<file path="src/rtl/mac_pkg.sv">
// Shared MAC definitions: tx framer state type, Ethernet length constants.
// MAC_TX_VLAN_EN selects the 18-byte tagged header instead of the 14-byte one.
package mac_pkg;

    typedef enum logic [2:0] {IDLE, HDR, PAY, PAD, DROP} tx_pack_state_t;

    localparam int          ETH_HDR_LEN     = 14;
    localparam int          VLAN_TAG_LEN    = 4;
    localparam int          ETH_MIN_FRAME   = 60;
    localparam int          ETH_MAX_PAYLOAD = 1500;
    localparam logic [15:0] ETHERTYPE_VLAN  = 16'h8100;

`ifdef MAC_TX_VLAN_EN
    localparam int TX_HDR_LEN = ETH_HDR_LEN + VLAN_TAG_LEN;
`else
    localparam int TX_HDR_LEN = ETH_HDR_LEN;
`endif

endpackage

</file>
<file path="src/rtl/mac_tx_hdr_mux.sv">
// Combinational header byte select for the tx framer, byte 0 = first on the wire.
// MAC_TX_VLAN_EN inserts the 802.1Q tag between the source MAC and the EtherType.
module mac_tx_hdr_mux
    import mac_pkg::*;
#(
    parameter logic [47:0] LOCAL_MAC = 48'hABCD_1234_5678
`ifdef MAC_TX_VLAN_EN
    ,
    parameter logic [15:0] VLAN_TCI  = 16'h0001
`endif
) (
    input  logic [4:0]  byte_cnt,
    input  logic [47:0] dst,
    input  logic [15:0] eth_type,
    output logic [7:0]  hdr_byte
);

    localparam int HDR_BITS = TX_HDR_LEN * 8;

    logic [HDR_BITS-1:0] hdr;

`ifdef MAC_TX_VLAN_EN
    assign hdr = {dst, LOCAL_MAC, ETHERTYPE_VLAN, VLAN_TCI, eth_type};
`else
    assign hdr = {dst, LOCAL_MAC, eth_type};
`endif

    always_comb begin
        hdr_byte = 8'h00;
        for (int i = 0; i < TX_HDR_LEN; i++) begin
            if (byte_cnt == 5'(i)) begin
                hdr_byte = hdr[(TX_HDR_LEN-1-i)*8 +: 8];
            end
        end
    end

endmodule

</file>
<file path="src/rtl/mac_tx_frame_pack.sv">
// Tx framer: header + payload + zero pad to MIN_FRAME, payload capped at MAX_PAYLOAD.
// Define MAC_TX_VLAN_EN to insert an 802.1Q tag (VLAN_TCI) after the source MAC.
module mac_tx_frame_pack
    import mac_pkg::*;
#(
    parameter logic [47:0] LOCAL_MAC   = 48'hABCD_1234_5678,
    parameter int          MIN_FRAME   = ETH_MIN_FRAME,
    parameter int          MAX_PAYLOAD = ETH_MAX_PAYLOAD
`ifdef MAC_TX_VLAN_EN
    ,
    parameter logic [15:0] VLAN_TCI    = 16'h0001
`endif
) (
    input  logic        logic_clk,
    input  logic        logic_rst,
    input  logic        cmd_valid_in,
    output logic        cmd_ready_out,
    input  logic [47:0] cmd_dst_mac_in,
    input  logic [15:0] cmd_type_in,
    input  logic [7:0]  pay_tdata_in,
    input  logic        pay_tvalid_in,
    output logic        pay_tready_out,
    input  logic        pay_tlast_in,
    output logic [7:0]  mac_tdata_out,
    output logic        mac_tvalid_out,
    input  logic        mac_tready_in,
    output logic        mac_tlast_out
);

    localparam logic [10:0] MIN_C    = 11'(MIN_FRAME);
    localparam logic [10:0] MAX_C    = 11'(MAX_PAYLOAD);
    localparam logic [4:0]  HDR_LAST = 5'(TX_HDR_LEN - 1);

    tx_pack_state_t state, next_state;

    logic [47:0] dst_q;
    logic [15:0] type_q;
    logic [4:0]  byte_cnt;
    logic [10:0] total_cnt;
    logic [10:0] pay_cnt;
    logic        adv;
    logic        pay_fire;
    logic        short_frame;
    logic        pay_full;
    logic        emit;
    logic        emit_last;
    logic [7:0]  emit_data;
    logic [7:0]  hdr_byte;

    assign adv         = !mac_tvalid_out || mac_tready_in;
    assign pay_fire    = pay_tvalid_in && pay_tready_out;
    assign short_frame = (total_cnt + 11'd1) < MIN_C;
    assign pay_full    = (pay_cnt + 11'd1) == MAX_C;

    mac_tx_hdr_mux #(
        .LOCAL_MAC (LOCAL_MAC)
`ifdef MAC_TX_VLAN_EN
        ,
        .VLAN_TCI  (VLAN_TCI)
`endif
    ) u_hdr_mux (
        .byte_cnt (byte_cnt),
        .dst      (dst_q),
        .eth_type (type_q),
        .hdr_byte (hdr_byte)
    );

    always_ff @(posedge logic_clk) begin
        if (logic_rst) begin
            state <= IDLE;
        end else begin
            state <= next_state;
        end
    end

    always_comb begin
        next_state = state;
        unique case (state)
            IDLE: if (cmd_valid_in) next_state = HDR;
            HDR:  if (adv && byte_cnt == HDR_LAST) next_state = PAY;
            PAY: begin
                if (pay_fire) begin
                    if (pay_tlast_in) next_state = short_frame ? PAD : IDLE;
                    else if (pay_full) next_state = DROP;
                end
            end
            PAD:  if (adv && !short_frame) next_state = IDLE;
            DROP: if (pay_fire && pay_tlast_in) next_state = IDLE;
            default: next_state = IDLE;
        endcase
    end

    // emit is only ever raised on a cycle where the output register advances.
    always_comb begin
        cmd_ready_out  = 1'b0;
        pay_tready_out = 1'b0;
        emit           = 1'b0;
        emit_last      = 1'b0;
        emit_data      = 8'h00;
        if (!logic_rst) begin
            unique case (state)
                IDLE: cmd_ready_out = 1'b1;
                HDR: begin
                    emit      = adv;
                    emit_data = hdr_byte;
                end
                PAY: begin
                    pay_tready_out = adv;
                    emit           = pay_fire;
                    emit_data      = pay_tdata_in;
                    emit_last      = pay_tlast_in ? !short_frame : pay_full;
                end
                PAD: begin
                    emit      = adv;
                    emit_last = !short_frame;
                end
                DROP: pay_tready_out = 1'b1;
                default: ;
            endcase
        end
    end

    always_ff @(posedge logic_clk) begin
        if (logic_rst) begin
            dst_q          <= '0;
            type_q         <= '0;
            byte_cnt       <= '0;
            total_cnt      <= '0;
            pay_cnt        <= '0;
            mac_tdata_out  <= '0;
            mac_tvalid_out <= 1'b0;
            mac_tlast_out  <= 1'b0;
        end else begin
            if (state == IDLE && cmd_valid_in) begin
                dst_q     <= cmd_dst_mac_in;
                type_q    <= cmd_type_in;
                byte_cnt  <= '0;
                total_cnt <= '0;
                pay_cnt   <= '0;
            end
            if (state == HDR && adv) byte_cnt <= byte_cnt + 5'd1;
            if (emit) total_cnt <= total_cnt + 11'd1;
            if (state == PAY && pay_fire) pay_cnt <= pay_cnt + 11'd1;
            if (adv) begin
                mac_tvalid_out <= emit;
                mac_tdata_out  <= emit_data;
                mac_tlast_out  <= emit_last;
            end
        end
    end

endmodule

</file>
<file path="config.mk">
export PLATFORM = sky130hd
export DESIGN_NAME = mac_tx_frame_pack
export DESIGN_NICKNAME = d
export VERILOG_FILES = /design/src/rtl/mac_pkg.sv /design/src/rtl/mac_tx_hdr_mux.sv /design/src/rtl/mac_tx_frame_pack.sv
export SDC_FILE = /design/constraint.sdc
export NUM_CORES = 1
export LEC_CHECK = 0
export CAP_MARGIN = 20
export CORE_MARGIN = 2
export CORE_UTILIZATION = 35
export CTS_CLUSTER_DIAMETER = 60
export CTS_CLUSTER_SIZE = 30
export DETAILED_ROUTE_END_ITERATION = 12
export SKIP_CTS_REPAIR_TIMING = 1
export SLEW_MARGIN = 20
export SYNTH_ARGS = -nofsm -noshare
export SYNTH_HDL_FRONTEND = slang
export SYNTH_SLANG_ARGS = --single-unit
</file>
<file path="constraint.sdc">
create_clock -name logic_clk -period 4.59 [get_ports logic_clk]
set_input_delay 0.918 -clock logic_clk [delete_from_list [all_inputs] [get_ports logic_clk]]
set_output_delay 0.918 -clock logic_clk [all_outputs]
set_load 0.05 [all_outputs]
</file>
==> results of run 1 <==
## flip-flops by register name (all words and copies together), names as in the netlist
name and flops:
mac_tvalid_out 1, mac_tdata_out 8, mac_tlast_out 1, type_q 16, dst_q 48, total_cnt 11
state 3, byte_cnt 5, pay_cnt 11
## layer usage
metal | vias up | global-route usage | part of all wire
li1 | 2694 | - | -
met5 | - | 0 | 0
met4 | 0 | 0.0537 | 0.019
met1 | 2501 | 0.250 | 0.46
met2 | 154 | 0.321 | 0.47
met3 | 21 | 0.0456 | 0.049
## Yosys cell counts (5+ instances only)
library cell  instances
ha_1                  6
nand4_1               5
nand3_1              19
o211ai_1             10
a21o_1                5
a21oi_1             119
nor3_1               15
clkbuf_1             35
and3_1                7
a31oi_1               8
a211oi_1              6
nand2_1             189
dfxtp_1             104
nand3b_1              9
nor2_1               46
inv_1                 5
buf_4                 5
o22ai_1               6
nand2b_1              7
nor2b_1              12
buf_2                 6
a22oi_1               7
a311oi_1              6
o21ai_0              30
buf_1                10
## how the worst min path moves through the flow
stage | start | endpoint | depth (start not counted)
after floorplan | dst_q[24] | dst_q[24] | 2
after global placement | dst_q[40] | dst_q[40] | 2
after detailed placement | dst_q[27] | dst_q[27] | 2
after CTS | dst_q[27] | dst_q[27] | 2
after global routing | dst_q[22] | dst_q[22] | 2
final | dst_q[20] | dst_q[20] | 2
## stage by stage
step | hold WS, ns | area (sq um)
after floorplan | 0.431 | 5330
after global placement | 0.443 | 6260
after detailed placement | 0.447 | 6260
after CTS | 0.458 | 6550
after global routing | 0.475 | 6550
final | 0.457 | 6550
## worst max-delay path, stage by stage
cell,delay [ns]
clkdlybuf4s50_1,0.48
nand2b_1,0.14
a21oi_1,0.07
nor3_1,0.22
clkdlybuf4s50_1,0.85
## final cells by class
class	count	area, sq um	share of cell area
clock buffer	11	243	0.0370
clock inverter	5	46.3	0.00706
inverter	5	18.8	0.00286
multi-input combinational	573	3000	0.457
sequential	104	2080	0.318
tap	188	235	0.0359
timing repair buffer	95	933	0.142
## power by group through the flow
stage / clock, mW / combinational (mW) / sequential [mW]
floorplan: 0 / 0.320 / 1.04
global placement: 0 / 0.500 / 1.04
detailed placement: 0 / 0.508 / 1.05
CTS: 0.778 / 0.510 / 1.03
global route: 0.816 / 0.561 / 1.04
finish: 0.759 / 0.507 / 1.03
## kinds of logic after synthesis
kind of cell	after synthesis	share of synthesized area
fa+ha+maj	6	0.0141
buf+inv	61	0.0479
simple gates	337	0.288
flops	104	0.391
compound gates	227	0.254
xor+xnor	2	0.00329
mux	1	0.00188
==> impl_metrics.xml, run 1 <==
<?xml version="1.0" encoding="UTF-8"?>
<metrics>
  <group name="critical_path">
    <metric name="regToRegStartpoint" unit="">byte_cnt[0]</metric>
    <metric name="worstSetupStartpointType" unit="">primary input</metric>
    <metric name="worst-endpoint-required" unit="ns">3.67</metric>
    <metric name="worst-endpoint-arrival" unit="ns">2.69</metric>
    <metric name="regToRegEndpoint" unit="">mac_tdata_out[1]</metric>
    <metric name="reg2reg_setup_slack" unit="ns">2.03</metric>
    <metric name="setup.worst_path.end_class" unit="">output pin</metric>
    <metric name="timing_worst_setup_path_type" unit="">in2out</metric>
    <metric name="crit_start" unit="">mac_tready_in</metric>
    <metric name="cp-endpoint" unit="">pay_tready_out</metric>
    <metric name="ff2ff_path_depth" unit="">8</metric>
    <metric name="cp_max_fo" unit="">2</metric>
  </group>
  <group name="floorplanning">
    <metric name="placementRows" unit="">45</metric>
    <metric name="dieArea" unit="sq mm">0.0162</metric>
    <metric name="core" unit="sq mm">0.0150</metric>
    <metric name="die_h" unit="um">127</metric>
    <metric name="start_util" unit="">0.354</metric>
    <metric name="die-width" unit="um">127</metric>
    <metric name="top_level_ports" unit="">90</metric>
  </group>
  <group name="sta">
    <metric name="tightestPinTransition" unit="ns">0.936</metric>
    <metric name="worst_slew_margin_rel" unit="">0.376</metric>
    <metric name="max_clock_freq" unit="MHz">277</metric>
    <metric name="final.setup_skew" unit="ns">0.00950</metric>
    <metric name="final_critical_path_setup_slack" unit="ns">0.982</metric>
    <metric name="setup_viol" unit="">0</metric>
    <metric name="final.period_utilization" unit="">0.786</metric>
    <metric name="grt_setup_unrepaired" unit="">no</metric>
    <metric name="timing_hold_violations_final" unit="">0</metric>
    <metric name="final.setup.tns" unit="ns">0</metric>
    <metric name="timing.final.max_slew_violations" unit="">0</metric>
    <metric name="finalCriticalPeriod" unit="ns">3.61</metric>
  </group>
  <group name="final_layout">
    <metric name="fill_cells" unit="">1560</metric>
    <metric name="drive_above_1_share" unit="">0.0378</metric>
    <metric name="layout.cells.most_common" unit="">nand2_1</metric>
    <metric name="layout.core_utilization" unit="">0.436</metric>
    <metric name="finalNonFillerCells" unit="">981</metric>
    <metric name="nNetsFinal" unit="">872</metric>
    <metric name="most-common-layout-cells" unit="">nand2_1 (188), a21oi_1 (119), dfxtp_1 (104)</metric>
    <metric name="diodes" unit="">0</metric>
    <metric name="area_growth" unit="%">23.0</metric>
  </group>
  <group name="placement">
    <metric name="routabilityCongestion" unit="">0.896</metric>
    <metric name="placed_cells_incl_taps" unit="">965</metric>
    <metric name="final_hpwl_from_detailed_placement" unit="mm">11.0</metric>
    <metric name="preCtsSetupSlack" unit="ns">0.991</metric>
    <metric name="portBuffers" unit="">89</metric>
  </group>
  <group name="clock_tree">
    <metric name="clock_transition_time_at_the_flip_flop_clock_pins_of_the_worst_setup_and_hold_paths" unit="ns">0.07</metric>
    <metric name="cts_tree" unit="">done</metric>
    <metric name="worstSkewPairLatency" unit="ns">0.36</metric>
    <metric name="numCtsBuffers" unit="">9</metric>
    <metric name="clock_tree_buffer_depth" unit="">2</metric>
    <metric name="numClockSinks" unit="">104</metric>
    <metric name="cts-htree-levels" unit="">3</metric>
    <metric name="cts.root.buffer_cell" unit="">clkbuf_16</metric>
  </group>
  <group name="power">
    <metric name="p_seq_frac" unit="">0.447</metric>
    <metric name="power.share.clock" unit="">0.331</metric>
    <metric name="combinationalPowerShare" unit="">0.221</metric>
    <metric name="highest_ir_drop_seen_on_vdd" unit="uV">189</metric>
    <metric name="sw_frac_of_total" unit="">0.319</metric>
    <metric name="design_power_total" unit="mW">2.29</metric>
    <metric name="net-switching-power" unit="uW">732</metric>
    <metric name="cellPowerDensity" unit="mW/mm^2">350</metric>
    <metric name="power_report.internal_total" unit="mW">1.56</metric>
    <metric name="static-leakage-power" unit="nW">2.29</metric>
  </group>
  <group name="synth">
    <metric name="synth_area_leader_cell" unit="">dfxtp_1</metric>
    <metric name="async_reset_ff_frac" unit="">0</metric>
    <metric name="syn-cell-area" unit="sq mm">0.00533</metric>
    <metric name="synth_enable_flop_cells" unit="">0</metric>
    <metric name="synth_cell_type_count" unit="">63</metric>
    <metric name="synthFlopType" unit="">dfxtp_1</metric>
    <metric name="syn-mean-instance-area" unit="sq um">7.22</metric>
    <metric name="synth.yosys.seq_area_share" unit="">0.391</metric>
    <metric name="synth_seq_cells" unit="">104</metric>
    <metric name="synth.area.top_cells" unit="">dfxtp_1 (39%), nand2_1 (13%), a21oi_1 (11%), nor2_1 (3.2%), o21ai_0 (2.8%)</metric>
    <metric name="yosysTopAreaCellShare" unit="">0.391</metric>
    <metric name="synthesis.nets" unit="">822</metric>
    <metric name="ys_warn_count" unit="">0</metric>
    <metric name="syn_inst" unit="">738</metric>
  </group>
  <group name="worst_hold_path">
    <metric name="min_path_type" unit="">reg2reg</metric>
  </group>
  <group name="global_routing">
    <metric name="grt_pass1_wl" unit="mm">25.3</metric>
    <metric name="global_route.overflow_total" unit="">0</metric>
    <metric name="grt.total_usage" unit="">0.193</metric>
    <metric name="first_global_vias" unit="">5106</metric>
    <metric name="grt_antenna_before_repair" unit="">0</metric>
    <metric name="largest_net_degree_at_the_start_of_global_routing" unit="">66</metric>
  </group>
  <group name="routing">
    <metric name="post-route-drc-count" unit="">0</metric>
    <metric name="routed_via_density" unit="">5.47</metric>
    <metric name="drt-wirelength-per-cell" unit="um">15.9</metric>
    <metric name="routed_wirelength" unit="mm">15.6</metric>
    <metric name="detailedRoute.firstPassIterationCount" unit="">6</metric>
    <metric name="via_count" unit="">5370</metric>
    <metric name="drt_first_iter_violations" unit="">566</metric>
    <metric name="detail_route_antenna_nets" unit="">0</metric>
  </group>
  <group name="outcome">
    <metric name="outcome" unit="">finished clean</metric>
  </group>
  <group name="flow_run">
    <metric name="maxCapViolCount" unit="">0</metric>
  </group>
</metrics>
Note: power is estimated with default switching activity, not from simulation.
==> run 2: changes to the inputs <==
clock period = 3.3 ns   (was 4.59 ns; I/O delays follow)
==> run 2 against run 1 <==
- clock power is 49% higher
- clock skew hardly changed
- critical path depth is the same
- register-to-register slack got worse by 1.3 ns
- first-iteration DRC count shrank 0.53%
- total power is 43% higher
- via count rose by 1.4%
- critical endpoint unchanged
- largest cell class unchanged
- highest routed layer unchanged
==> impl_metrics.xml, run 2 (synthesis results as in run 1) <==
<?xml version="1.0" encoding="UTF-8"?>
<metrics>
  <group name="final_layout">
    <metric name="diodes" unit="">0</metric>
    <metric name="most-common-layout-cells" unit="">nand2_1 (188), a21oi_1 (119), dfxtp_1 (104)</metric>
    <metric name="drive_above_1_share" unit="">0.0427</metric>
    <metric name="layout.cells.most_common" unit="">nand2_1</metric>
    <metric name="fill_cells" unit="">1543</metric>
    <metric name="most_flops_register" unit="">dst_q</metric>
    <metric name="nNetsFinal" unit="">877</metric>
    <metric name="largest_register_ff_count" unit="">48</metric>
    <metric name="largestRegisters" unit="">dst_q x48, type_q x16</metric>
    <metric name="area_growth" unit="%">24.3</metric>
  </group>
  <group name="floorplanning">
    <metric name="die-width" unit="um">127</metric>
    <metric name="placementRows" unit="">45</metric>
    <metric name="core" unit="sq mm">0.0150</metric>
    <metric name="die_h" unit="um">127</metric>
    <metric name="dieArea" unit="sq mm">0.0162</metric>
    <metric name="top_level_ports" unit="">90</metric>
    <metric name="start_util" unit="">0.354</metric>
  </group>
  <group name="clock_tree">
    <metric name="cts_tree" unit="">done</metric>
    <metric name="cts-htree-levels" unit="">3</metric>
    <metric name="cts.root.buffer_cell" unit="">clkbuf_16</metric>
    <metric name="numClockSinks" unit="">104</metric>
    <metric name="clock_transition_time_at_the_flip_flop_clock_pins_of_the_worst_setup_and_hold_paths" unit="ns">0.07</metric>
    <metric name="clock_tree_buffer_depth" unit="">2</metric>
    <metric name="worstSkewPairLatency" unit="ns">0.35</metric>
    <metric name="numCtsBuffers" unit="">9</metric>
  </group>
  <group name="power">
    <metric name="static-leakage-power" unit="nW">2.32</metric>
    <metric name="p_seq_frac" unit="">0.437</metric>
    <metric name="sw_frac_of_total" unit="">0.294</metric>
    <metric name="power.share.clock" unit="">0.347</metric>
    <metric name="highest_ir_drop_seen_on_vdd" unit="uV">262</metric>
    <metric name="power_report.internal_total" unit="mW">2.31</metric>
    <metric name="combinationalPowerShare" unit="">0.216</metric>
    <metric name="net-switching-power" unit="uW">961</metric>
    <metric name="cellPowerDensity" unit="mW/mm^2">494</metric>
  </group>
  <group name="sta">
    <metric name="final.setup_skew" unit="ns">0.00928</metric>
    <metric name="tightestPinTransition" unit="ns">1.09</metric>
    <metric name="worst_slew_margin_rel" unit="">0.275</metric>
    <metric name="setup_viol" unit="">0</metric>
    <metric name="max_clock_freq" unit="MHz">356</metric>
    <metric name="fin_worst_hold_slack" unit="ns">0.456</metric>
    <metric name="timing.final.max_slew_violations" unit="">0</metric>
    <metric name="final.period_utilization" unit="">0.852</metric>
    <metric name="finalCriticalPeriod" unit="ns">2.81</metric>
    <metric name="grt_setup_unrepaired" unit="">no</metric>
    <metric name="timing_hold_violations_final" unit="">0</metric>
    <metric name="final.setup.tns" unit="ns">0</metric>
  </group>
  <group name="global_routing">
    <metric name="grt_pass1_wl" unit="mm">24.3</metric>
    <metric name="grt_antenna_before_repair" unit="">0</metric>
    <metric name="largest_net_degree_at_the_start_of_global_routing" unit="">108</metric>
    <metric name="global_route.overflow_total" unit="">0</metric>
    <metric name="grt.total_usage" unit="">0.186</metric>
    <metric name="first_global_vias" unit="">5055</metric>
  </group>
  <group name="placement">
    <metric name="routabilityCongestion" unit="">0.941</metric>
    <metric name="final_hpwl_from_detailed_placement" unit="mm">10.9</metric>
    <metric name="portBuffers" unit="">89</metric>
  </group>
  <group name="critical_path">
    <metric name="worst-endpoint-required" unit="ns">2.64</metric>
    <metric name="timing_worst_setup_path_type" unit="">in2out</metric>
    <metric name="cp_max_fo" unit="">11</metric>
    <metric name="worstSetupStartpointType" unit="">primary input</metric>
    <metric name="setup.worst_path.end_class" unit="">output pin</metric>
    <metric name="worst-endpoint-arrival" unit="ns">2.15</metric>
  </group>
  <group name="routing">
    <metric name="detail_route_antenna_nets" unit="">0</metric>
    <metric name="via_count" unit="">5444</metric>
    <metric name="routed_via_density" unit="">5.53</metric>
    <metric name="drt_first_iter_violations" unit="">563</metric>
    <metric name="detailedRoute.firstPassIterationCount" unit="">5</metric>
    <metric name="drt-wirelength-per-cell" unit="um">15.6</metric>
    <metric name="routed_wirelength" unit="mm">15.3</metric>
    <metric name="post-route-drc-count" unit="">0</metric>
  </group>
  <group name="flow_run">
    <metric name="maxCapViolCount" unit="">0</metric>
  </group>
  <group name="worst_hold_path">
    <metric name="min_path_type" unit="">reg2reg</metric>
  </group>
  <group name="outcome">
    <metric name="outcome" unit="">finished clean</metric>
  </group>
</metrics>
-- run 2: cell types whose count changed in the layout (fill, tap and decap cells not counted), sizes merged --
cell,change
buf,+6
bufinv,+2
clkdlybuf4s50,-1
clkinv,-1
clkinvlp,+1
inv,-4
-- run 2: layer usage --
metal | GRT usage | wire (um) | vias to the layer above
met5 | 0 | 0 | -
met1 | 0.238 | 7030 | 2561
li1 | - | - | 2708
met4 | 0.0776 | 346 | 0
met3 | 0.0302 | 711 | 22
met2 | 0.313 | 7230 | 153
-- run 2: through the flow --
| step | cells | utilization | instance area, sq um | setup WS [ns] | power, mW |
|---|---|---|---|---|---|
| floorplan | 738 | - | 5330 | 0.144 | 1.89 |
| global placement | 970 | 0.420 | 6310 | 0.520 | 2.14 |
| detailed placement | 970 | 0.420 | 6310 | 0.510 | 2.16 |
| CTS | 984 | 0.441 | 6620 | 0.502 | 3.30 |
| global route | 984 | 0.441 | 6620 | 0.394 | 3.43 |
| finish | 984 | 0.441 | 6620 | 0.489 | 3.27 |
-- run 2: final timing paths --
kind	from	end	slack [ns]	cells past startpoint
min reg2reg	dst_q[20]	dst_q[20]	0.46	2
min	dst_q[20]	dst_q[20]	0.46	2
max	mac_tready_in	pay_tready_out	0.49	5
max reg2reg	byte_cnt[0]	mac_tdata_out[1]	0.75	8
-- run 2: layout make-up --
class | instances | area (sq um) | share of cell area
clock buffer | 11 | 243 | 0.0367
clock inverter | 3 | 67.6 | 0.0102
inverter | 5 | 18.8 | 0.00283
multi-input combinational | 573 | 3000 | 0.452
sequential | 104 | 2080 | 0.314
tap | 188 | 235 | 0.0355
timing repair buffer | 100 | 981 | 0.148
-- run 2: power groups by stage --
stage	Combinational, mW	Sequential [mW]	Clock, mW
after floorplan	0.446	1.45	0
after global placement	0.690	1.45	0
after detailed placement	0.704	1.46	0
after CTS	0.707	1.43	1.16
after global routing	0.783	1.44	1.21
final	0.707	1.43	1.13
-- run 2: worst max-delay path: stages --
cell and delay, ns:
clkdlybuf4s50_1 0.48, nand2b_1 0.35, a21oi_1 0.12, nor3_1 0.35, buf_12 0.19
